===== src/rtl/enc_pkg.sv =====
// Shared encoder constants and scheduler types for the encoder input-port scheduler.
package enc_pkg;

  localparam int unsigned EGF_DIM       = 4;
  localparam int unsigned ENC_SYM       = 2;
  localparam int unsigned RSC_MES_LEN   = 8;
  localparam int unsigned DATA_W        = ENC_SYM * EGF_DIM;
  localparam int unsigned MES_BEATS_DEF = RSC_MES_LEN / ENC_SYM;
  localparam int unsigned SRC_NUM_DEF   = 4;
  localparam int unsigned SID_W_DEF     = $clog2(SRC_NUM_DEF);

  typedef enum logic {
    SCH_IDLE,
    SCH_BUSY
  } sch_phase_e;

  // Counter width that stays legal when the count range collapses to a single value.
  function automatic int unsigned cnt_width(input int unsigned n);
    return (n > 1) ? $clog2(n) : 1;
  endfunction

endpackage


===== src/rtl/enc_rr_picker.sv =====
// Combinational round-robin search: first asserted request at or after ptr, wrapping.
module enc_rr_picker #(
  parameter int unsigned SRC_NUM = 4,
  parameter int unsigned SID_W   = $clog2(SRC_NUM)
) (
  input  logic [SRC_NUM-1:0] req,
  input  logic [SID_W-1:0]   ptr,
  output logic [SID_W-1:0]   idx,
  output logic               any
);

  logic [SID_W-1:0] cand;

  always_comb begin
    idx  = '0;
    any  = 1'b0;
    cand = '0;
    for (int unsigned i = 0; i < SRC_NUM; i++) begin
      cand = SID_W'((32'(ptr) + i) % SRC_NUM);
      if (!any && req[cand]) begin
        any = 1'b1;
        idx = cand;
      end
    end
  end

endmodule


===== src/rtl/enc_src_scheduler.sv =====
// Round-robin scheduler sharing one encoder input port among SRC_NUM sources, one codeword per grant.
module enc_src_scheduler
  import enc_pkg::*;
#(
  parameter int unsigned SRC_NUM   = SRC_NUM_DEF,
  parameter int unsigned MES_BEATS = MES_BEATS_DEF,
  parameter int unsigned ENC_LAT   = 2,
  parameter int unsigned SID_W     = $clog2(SRC_NUM)
) (
  input  logic                           clk,
  input  logic                           rst_n,
  input  logic [SRC_NUM-1:0]             src_valid,
  input  logic [SRC_NUM-1:0]             src_last,
  input  logic [SRC_NUM-1:0][DATA_W-1:0] src_data,
  output logic [SRC_NUM-1:0]             src_ready,
  input  logic                           con_stall,
  output logic                           gen_valid,
  output logic [DATA_W-1:0]              gen_data,
  output logic [SID_W-1:0]               enc_sid,
  output logic                           enc_sid_vld,
  output logic                           frm_err
);

  localparam int unsigned CNT_W = cnt_width(MES_BEATS);

  sch_phase_e          state_q, state_d;
  logic [SID_W-1:0]    grant_q, grant_d;
  logic [SID_W-1:0]    rr_ptr_q, rr_ptr_d;
  logic [CNT_W-1:0]    beat_cnt_q, beat_cnt_d;
  logic [SID_W-1:0]    pick_idx;
  logic                pick_any;
  logic [SRC_NUM-1:0]  grant_oh;
  logic                last_beat;

  enc_rr_picker #(
    .SRC_NUM (SRC_NUM),
    .SID_W   (SID_W)
  ) u_picker (
    .req (src_valid),
    .ptr (rr_ptr_q),
    .idx (pick_idx),
    .any (pick_any)
  );

  assign last_beat = (beat_cnt_q == CNT_W'(MES_BEATS - 1));

  always_ff @(posedge clk or negedge rst_n) begin
    if (!rst_n) begin
      state_q    <= SCH_IDLE;
      grant_q    <= '0;
      rr_ptr_q   <= '0;
      beat_cnt_q <= '0;
    end else begin
      state_q    <= state_d;
      grant_q    <= grant_d;
      rr_ptr_q   <= rr_ptr_d;
      beat_cnt_q <= beat_cnt_d;
    end
  end

  // Grant is only sampled in IDLE, so a codeword can never be split across sources.
  always_comb begin
    state_d    = state_q;
    grant_d    = grant_q;
    rr_ptr_d   = rr_ptr_q;
    beat_cnt_d = beat_cnt_q;
    unique case (state_q)
      SCH_IDLE: begin
        if (pick_any) begin
          state_d = SCH_BUSY;
          grant_d = pick_idx;
        end
      end
      SCH_BUSY: begin
        if (gen_valid) begin
          if (last_beat) begin
            beat_cnt_d = '0;
            rr_ptr_d   = (grant_q == SID_W'(SRC_NUM - 1)) ? '0 : grant_q + SID_W'(1);
            state_d    = SCH_IDLE;
          end else begin
            beat_cnt_d = beat_cnt_q + CNT_W'(1);
          end
        end
      end
      default: state_d = SCH_IDLE;
    endcase
  end

  always_comb begin
    grant_oh          = '0;
    grant_oh[grant_q] = 1'b1;
    gen_valid         = (state_q == SCH_BUSY) && src_valid[grant_q] && !con_stall;
    src_ready         = ((state_q == SCH_BUSY) && !con_stall) ? grant_oh : '0;
    gen_data          = gen_valid ? src_data[grant_q] : '0;
  end

  always_ff @(posedge clk or negedge rst_n) begin
    if (!rst_n) begin
      frm_err <= 1'b0;
    end else if (gen_valid && (src_last[grant_q] != last_beat)) begin
      frm_err <= 1'b1;
    end
  end

  // The id pipe free-runs so enc_sid tracks the encoder's fixed latency, not its stalls.
  if (ENC_LAT == 0) begin : g_sid_bypass
    assign enc_sid_vld = gen_valid;
    assign enc_sid     = grant_q;
  end else begin : g_sid_pipe
    logic [ENC_LAT-1:0][SID_W:0] pipe_q;

    always_ff @(posedge clk or negedge rst_n) begin
      if (!rst_n) begin
        pipe_q <= '0;
      end else begin
        pipe_q[0] <= {gen_valid, grant_q};
        for (int unsigned i = 1; i < ENC_LAT; i++) begin
          pipe_q[i] <= pipe_q[i-1];
        end
      end
    end

    assign {enc_sid_vld, enc_sid} = pipe_q[ENC_LAT-1];
  end

endmodule


===== config.mk =====
export PLATFORM = sky130hd
export DESIGN_NAME = enc_src_scheduler
export DESIGN_NICKNAME = d
export VERILOG_FILES = /design/src/rtl/enc_pkg.sv /design/src/rtl/enc_rr_picker.sv /design/src/rtl/enc_src_scheduler.sv
export SDC_FILE = /design/constraint.sdc
export NUM_CORES = 1
export LEC_CHECK = 0
export BUFFER_PORTS_ARGS = -buffer_cell sky130_fd_sc_hd__buf_2
export CELL_PAD_IN_SITES_DETAIL_PLACEMENT = 2
export CELL_PAD_IN_SITES_GLOBAL_PLACEMENT = 2
export CORE_MARGIN = 2
export CORE_UTILIZATION = 22
export CTS_CLUSTER_DIAMETER = 200
export CTS_CLUSTER_SIZE = 10
export DETAILED_ROUTE_END_ITERATION = 10
export GPL_ROUTABILITY_DRIVEN = 1
export PLACE_DENSITY = 0.73
export SETUP_SLACK_MARGIN = 0.15
export SLEW_MARGIN = 25
export SYNTH_ARGS = -nofsm -noshare
export SYNTH_HDL_FRONTEND = slang
export SYNTH_SLANG_ARGS = --single-unit
export TNS_END_PERCENT = 100

===== constraint.sdc =====
create_clock -name clk -period 2 [get_ports clk]
set_clock_uncertainty 0.15 [all_clocks]
set_input_delay 0.4 -clock clk [delete_from_list [all_inputs] [get_ports clk]]
set_output_delay 0.4 -clock clk [all_outputs]
set_load 0.005 [all_outputs]

==> metrics.txt, run 1 <==
Static Leak approximately 0.00081 µW; largest family of logic cells by synthesized area multiplexers; number of cells after detailed placement 198; GPL Wtd Cong between 0.7 and 0.8; Area Overhead vs Synth 68.4%; Slew headroom 0.778; CTS root buf clkbuf_8; most frequent cells in the layout 52 x buf_2, 12 x dfrtp_1, 11 x buf_4; flops & latches, synth 14; Ports 60; setup violators final 9; FILL cells 484; Core ar. ~4300 µm²; Tot GR Track Use 0.155; DR pass1 iterations 4; unrepaired setup endpoints after global routing yes; failing checks setup timing; WS Path Type register to output port; Critical Path RT 1.45 ns; total power divided by cell area between 1000 and 1500 nW/µm²; R2R depth 4; CTS H-tree depth 1; worst hold path type register to register; TNS Setup -1.69 ns; Peak Freq 0.454 GHz; Post-synth EDFFs 0; maximum VDD drop 0.426 mV; die width a little over 70 µm; Worst-Skew Late Latency about 0.24 ns; status finished, violations left; crit path DAT ~1.7 ns; Clock Sink Count 14; Compound-Gate Fraction of Synth Area 0.0749; DIE AREA 5030 µm²; wire per inst ~17 µm; Critical Path Fanout Max 10; Post-Synth XOR/XNOR Area 0.00888; DPL Wire Length around 2800 µm; Max Cap Viol 0; pin count of the biggest net entering global routing 15; multi-input logic area between 600 and 700 µm²; CTS tree done; Worst-path clk slew 0.06 ns; layout cells sized above 1 0.686; Vias roughly 1000; GRT Residual Overflow 0; Antenna Cells 0; total power roughly 2100 µW; row count 24; total CTS buffers 3; Tmin final approximately 2.2 ns; final setup margin -0.201 ns; asr flop ratio synth 1.00; commonest non-fill, non-tap cell in the layout buf_2; routed vias/inst between 4 and 5; Max Transition Viols Final 0; Fin. Hold Viols 0; vias in the first global route between 1000 and 1500; Worst setup EP type output port; Detail Route Antenna Nets 0; first-pass GRT wire length 6050 µm; worst-margin pin slew roughly 0.33 ns; antenna violations before repair 0; Worst Hold Depth 0; Die H a little over 70 µm; syn nets around 130; mux cell area share after synthesis 0.279; Starting DRT DRC Count 17; input/output buffers between 50 and 60; Post-Synth Adder-Cell Area 0.0635; Post-Layout Cell Count roughly 210; Yosys cell types 32; Seq/Total Area, Yosys 0.355; clock buffer depth 2; Tcrit/Tclk final 1.10; synth warn 0; synthesized area roughly 990 µm²; fin nets around 210; Util after Layout 0.384; simple-gate share of the synthesized area 0.169; main flop type after synthesis dfrtp_1; drt drc 0; Syn Area/Cell approximately 12 µm²; WL final 3630 µm; CP startpoint kind register; Reg area ~350 µm²; starting density of the core 0.228; synthesized instance count 83
## where the power goes
| group | internal (µW) | switching (µW) |
|---|---|---|
| Sequential | 406 | 122 |
| Clock | 141 | 101 |
| Combinational | 829 | 546 |
| Total | 1380 | 769 |
## layout make-up
cell class | count | share of cell area
clock buffers | 4 | 0.0271
inverters | 5 | 0.0188
multi-input cells | 59 | 0.389
flip-flops and latches | 14 | 0.213
well taps | 52 | 0.0392
repair buffers | 77 | 0.313
## what timing repair did
action | CTS | global route
buffers inserted | 5 | 2
hold buffers | 1 | 0
gates resized for setup | 21 | 17
hold endpoints to repair | 14 | 0
pin swaps | 0 | 2
endpoints found under the setup margin | 14 | 16
cloned | 1 | 0
## cell usage after synthesis, types with 2 or more instances
| library cell | count | area, µm² |
|---|---|---|
| nor2_1 | 4 | 15.0 |
| inv_1 | 5 | 18.8 |
| and3_2 | 2 | 15.0 |
| and2_1 | 4 | 25.0 |
| mux2_4 | 2 | 30.0 |
| mux2i_1 | 2 | 20.0 |
| mux4_2 | 10 | 225 |
| o21ai_0 | 2 | 10.0 |
| and3_1 | 7 | 43.8 |
| nand2_1 | 3 | 11.3 |
| a21oi_1 | 2 | 10.0 |
| dfrtp_1 | 14 | 350 |
| ha_1 | 5 | 62.6 |
| buf_4 | 3 | 22.5 |
## stage by stage
step	cell area [µm²]	hold slack, ns	setup slack (ns)
floorplan	991	-0.0456	0.162
global placement	1390	0.157	0.0142
detailed placement	1390	0.172	-0.00826
CTS	1580	0.197	-0.208
global route	1660	0.205	-0.259
finish	1660	0.197	-0.201
## flip-flops by register name, indices dropped and copies added, names as in the netlist
register           cells
frm_err                1
beat_cnt_q             2
rr_ptr_q               2
state_q                1
enc_sid                2
enc_sid_vld            1
g_sid_pipe.pipe_q      3
grant_q                2
## routing by layer
layer  routed length [µm]  vias up  GRT usage
met1                 1330      510      0.164
li1                     -      460          -
met5                    0        -          0
met2                 2170       29      0.324
met4                   23        0     0.0189
met3                  108        4     0.0214
## critical path, stage by stage, from the launching register on
cell	delay, ns
dfrtp_2	0.43
mux4_2	0.65
and3_1	0.20
buf_2	0.13
## kinds of logic after synthesis
family / count (synthesis)
muxes: 14
DFF: 14
AOI/OAI and AO/OA: 11
xor gates and xnor gates: 1
and+or+nand+nor: 28
adders and majority gates: 5
buffers and inverters: 10
## path summary, 6_finish.rpt
kind | startpoint | end | slack, ns
max in group asynchronous | rst_n | grant_q[1]$_DFFE_PN0P_ | 0.99
worst max-delay path | grant_q[0]$_DFFE_PN0P_ | gen_data[5] | -0.20
worst min register to register | g_sid_pipe.pipe_q[0]$_DFF_PN0_ | enc_sid[0]$_DFF_PN0_ | 0.20
min in group asynchronous | rst_n | beat_cnt_q[1]$_DFFE_PN0P_ | 0.45
worst max register to register | grant_q[0]$_DFFE_PN0P_ | rr_ptr_q[1]$_DFFE_PN0P_ | 0.05
worst min-delay path | g_sid_pipe.pipe_q[0]$_DFF_PN0_ | enc_sid[0]$_DFF_PN0_ | 0.20
No activity file was read; power rests on OpenSTA's default activity.
==> run 2, diff against run 1 <==
==> constraint.sdc (replaced) <==
create_clock -name clk -period 2 [get_ports clk]
set_clock_uncertainty 0.15 [all_clocks]
set_input_delay 0.4 -clock clk [delete_from_list [all_inputs] [get_ports clk]]
set_output_delay 0.4 -clock clk [all_outputs]
set_load 0.01 [all_outputs]
==> run 2 against run 1 <==
  * The run still ends with setup timing left
  * Final cell count grew 4.3%
  * Hold slack better by 0.0026 ns
  * Combinational power rose by 14%
  * First-iteration DRC count rose by 41%
  * Setup slack worse by 0.046 ns
  * Largest cell class unchanged
==> metrics.txt, run 2 (synthesized netlist as in run 1, its figures left out) <==
status finished, violations left; failing checks setup timing; Worst-path clk slew roughly 0.060 ns; WS Path Type register to output port; DR pass1 iterations 4; worst r2r src grant_q[0]$_DFFE_PN0P_; FILL cells 473; fin nets about 220; Slew headroom 0.767; Most flops, register g_sid_pipe.pipe_q; Reg area between 300 and 400 µm²; CP cell instances mux4_2, and3_1, buf_2; Fin. Hold Viols 0; CP startpoint kind register; clock buffer depth 2; setup violators final 15; routed vias/inst 4.79; crit path DAT about 1.7 ns; Peak Freq ~0.45 GHz; Post-Layout Cell Count 220; Critical Path RT approximately 1.5 ns; die width 70.9 µm; worst-margin pin slew approximately 0.35 ns; Core ar. ~4300 µm²; final setup margin -0.247 ns; total CTS buffers 3; pin count of the biggest net entering global routing 15; Tot GR Track Use 0.177; GPL Wtd Cong 0.827; Die H slightly above 70 µm; total power divided by cell area roughly 1300 nW/µm²; Worst setup EP type output port; Ports 60; GRT Residual Overflow 0; Starting DRT DRC Count 24; DIE AREA around 5000 µm²; Max Cap Viol 0; Setup crit start grant_q[0]$_DFFE_PN0P_; CTS tree done; Hold Path Sink enc_sid[0]$_DFF_PN0_; reg2reg end rr_ptr_q[1]$_DFFE_PN0P_; starting density of the core 0.228; Tcrit/Tclk final 1.12; DPL Wire Length about 2800 µm; flop-to-flop setup slack -0.09 ns; CP bufs+invs 1; number of cells on the critical path 3; Static Leak between 0.0008 and 0.0009 µW; Worst Hold Depth 0; R2R depth 6; CTS H-tree depth 1; Critical Path Fanout Max 5; WL final approximately 4400 µm; Vias about 1100; Worst-Skew Late Latency 0.25 ns; Util after Layout 0.410; Clock Sink Count 14; number of cells after detailed placement 199; Crit path max-delay family multiplexers; Area Overhead vs Synth 79.7%; first-pass GRT wire length 6710 µm; total power around 2400 µW; wire per inst between 20 and 25 µm; vias in the first global route between 1000 and 1500; unrepaired setup endpoints after global routing yes; drt drc 0; CTS root buf clkbuf_8; antenna violations before repair 1; multi-input logic area 694 µm²; HP Start g_sid_pipe.pipe_q[0]$_DFF_PN0_; Detail Route Antenna Nets 0; Hold WS 0.199 ns; max reg flops 3; Max Transition Viols Final 0; layout cells sized above 1 0.725; maximum VDD drop 0.447 mV; Crit-path slowest cell mux4_2; input/output buffers a little under 60; commonest non-fill, non-tap cell in the layout buf_2; Tmin final between 2 and 2.5 ns; Critical Path Max Stage Delay just over 0.6 ns; row count 24; most frequent cells in the layout 50 x buf_2, 20 x buf_6, 13 x buf_4; worst hold path type register to register
==> run 2: power breakdown <==
| part | switching (µW) | internal [µW] |
|---|---|---|
| registers | 135 | 406 |
| logic | 661 | 899 |
| clock network | 111 | 174 |
==> run 2: worst max-delay path by stage <==
stage                  endpoint  slack, ns
floorplan           gen_data[0]       0.16
global placement    gen_data[0]      0.003
detailed placement  gen_data[2]      -0.03
CTS                 gen_data[2]      -0.25
global route        gen_data[0]      -0.29
finish              gen_data[4]      -0.25
==> run 2: stage by stage <==
stage	area (µm²)	TNS (ns)	setup slack, ns
CTS	1660	-2.05	-0.253
detailed placement	1390	-0.0874	-0.0265
finish	1770	-2.34	-0.247
global placement	1390	0	0.00312
floorplan	996	0	0.155
global route	1770	-3.17	-0.290
==> run 2: layout make-up <==
cell class | instances | area share
inverters | 5 | 0.0106
diodes | 1 | 0.00141
flip-flops and latches | 14 | 0.199
well taps | 52 | 0.0367
repair buffers | 84 | 0.329
multi-input cells | 60 | 0.392
clock buffers | 4 | 0.0311
==> run 2: timing repair <==
item / CTS / global route
buffers inserted: 8 / 5
endpoints found under the setup margin: 15 / 17
gates resized for setup: 28 / 16
pin swaps: 5 / 2
hold buffers: 1 / 0
hold endpoints to repair: 14 / 0
gates cloned: 2 / 0
==> run 2: routing by layer <==
metal	GRT usage	share of wire	routed length, µm	up-vias
li1	-	-	-	478
met1	0.203	0.38	1690	547
met2	0.356	0.58	2600	22
met3	0.0185	0.021	93	6
met4	0.0252	0.015	67	0
met5	0	0	0	-
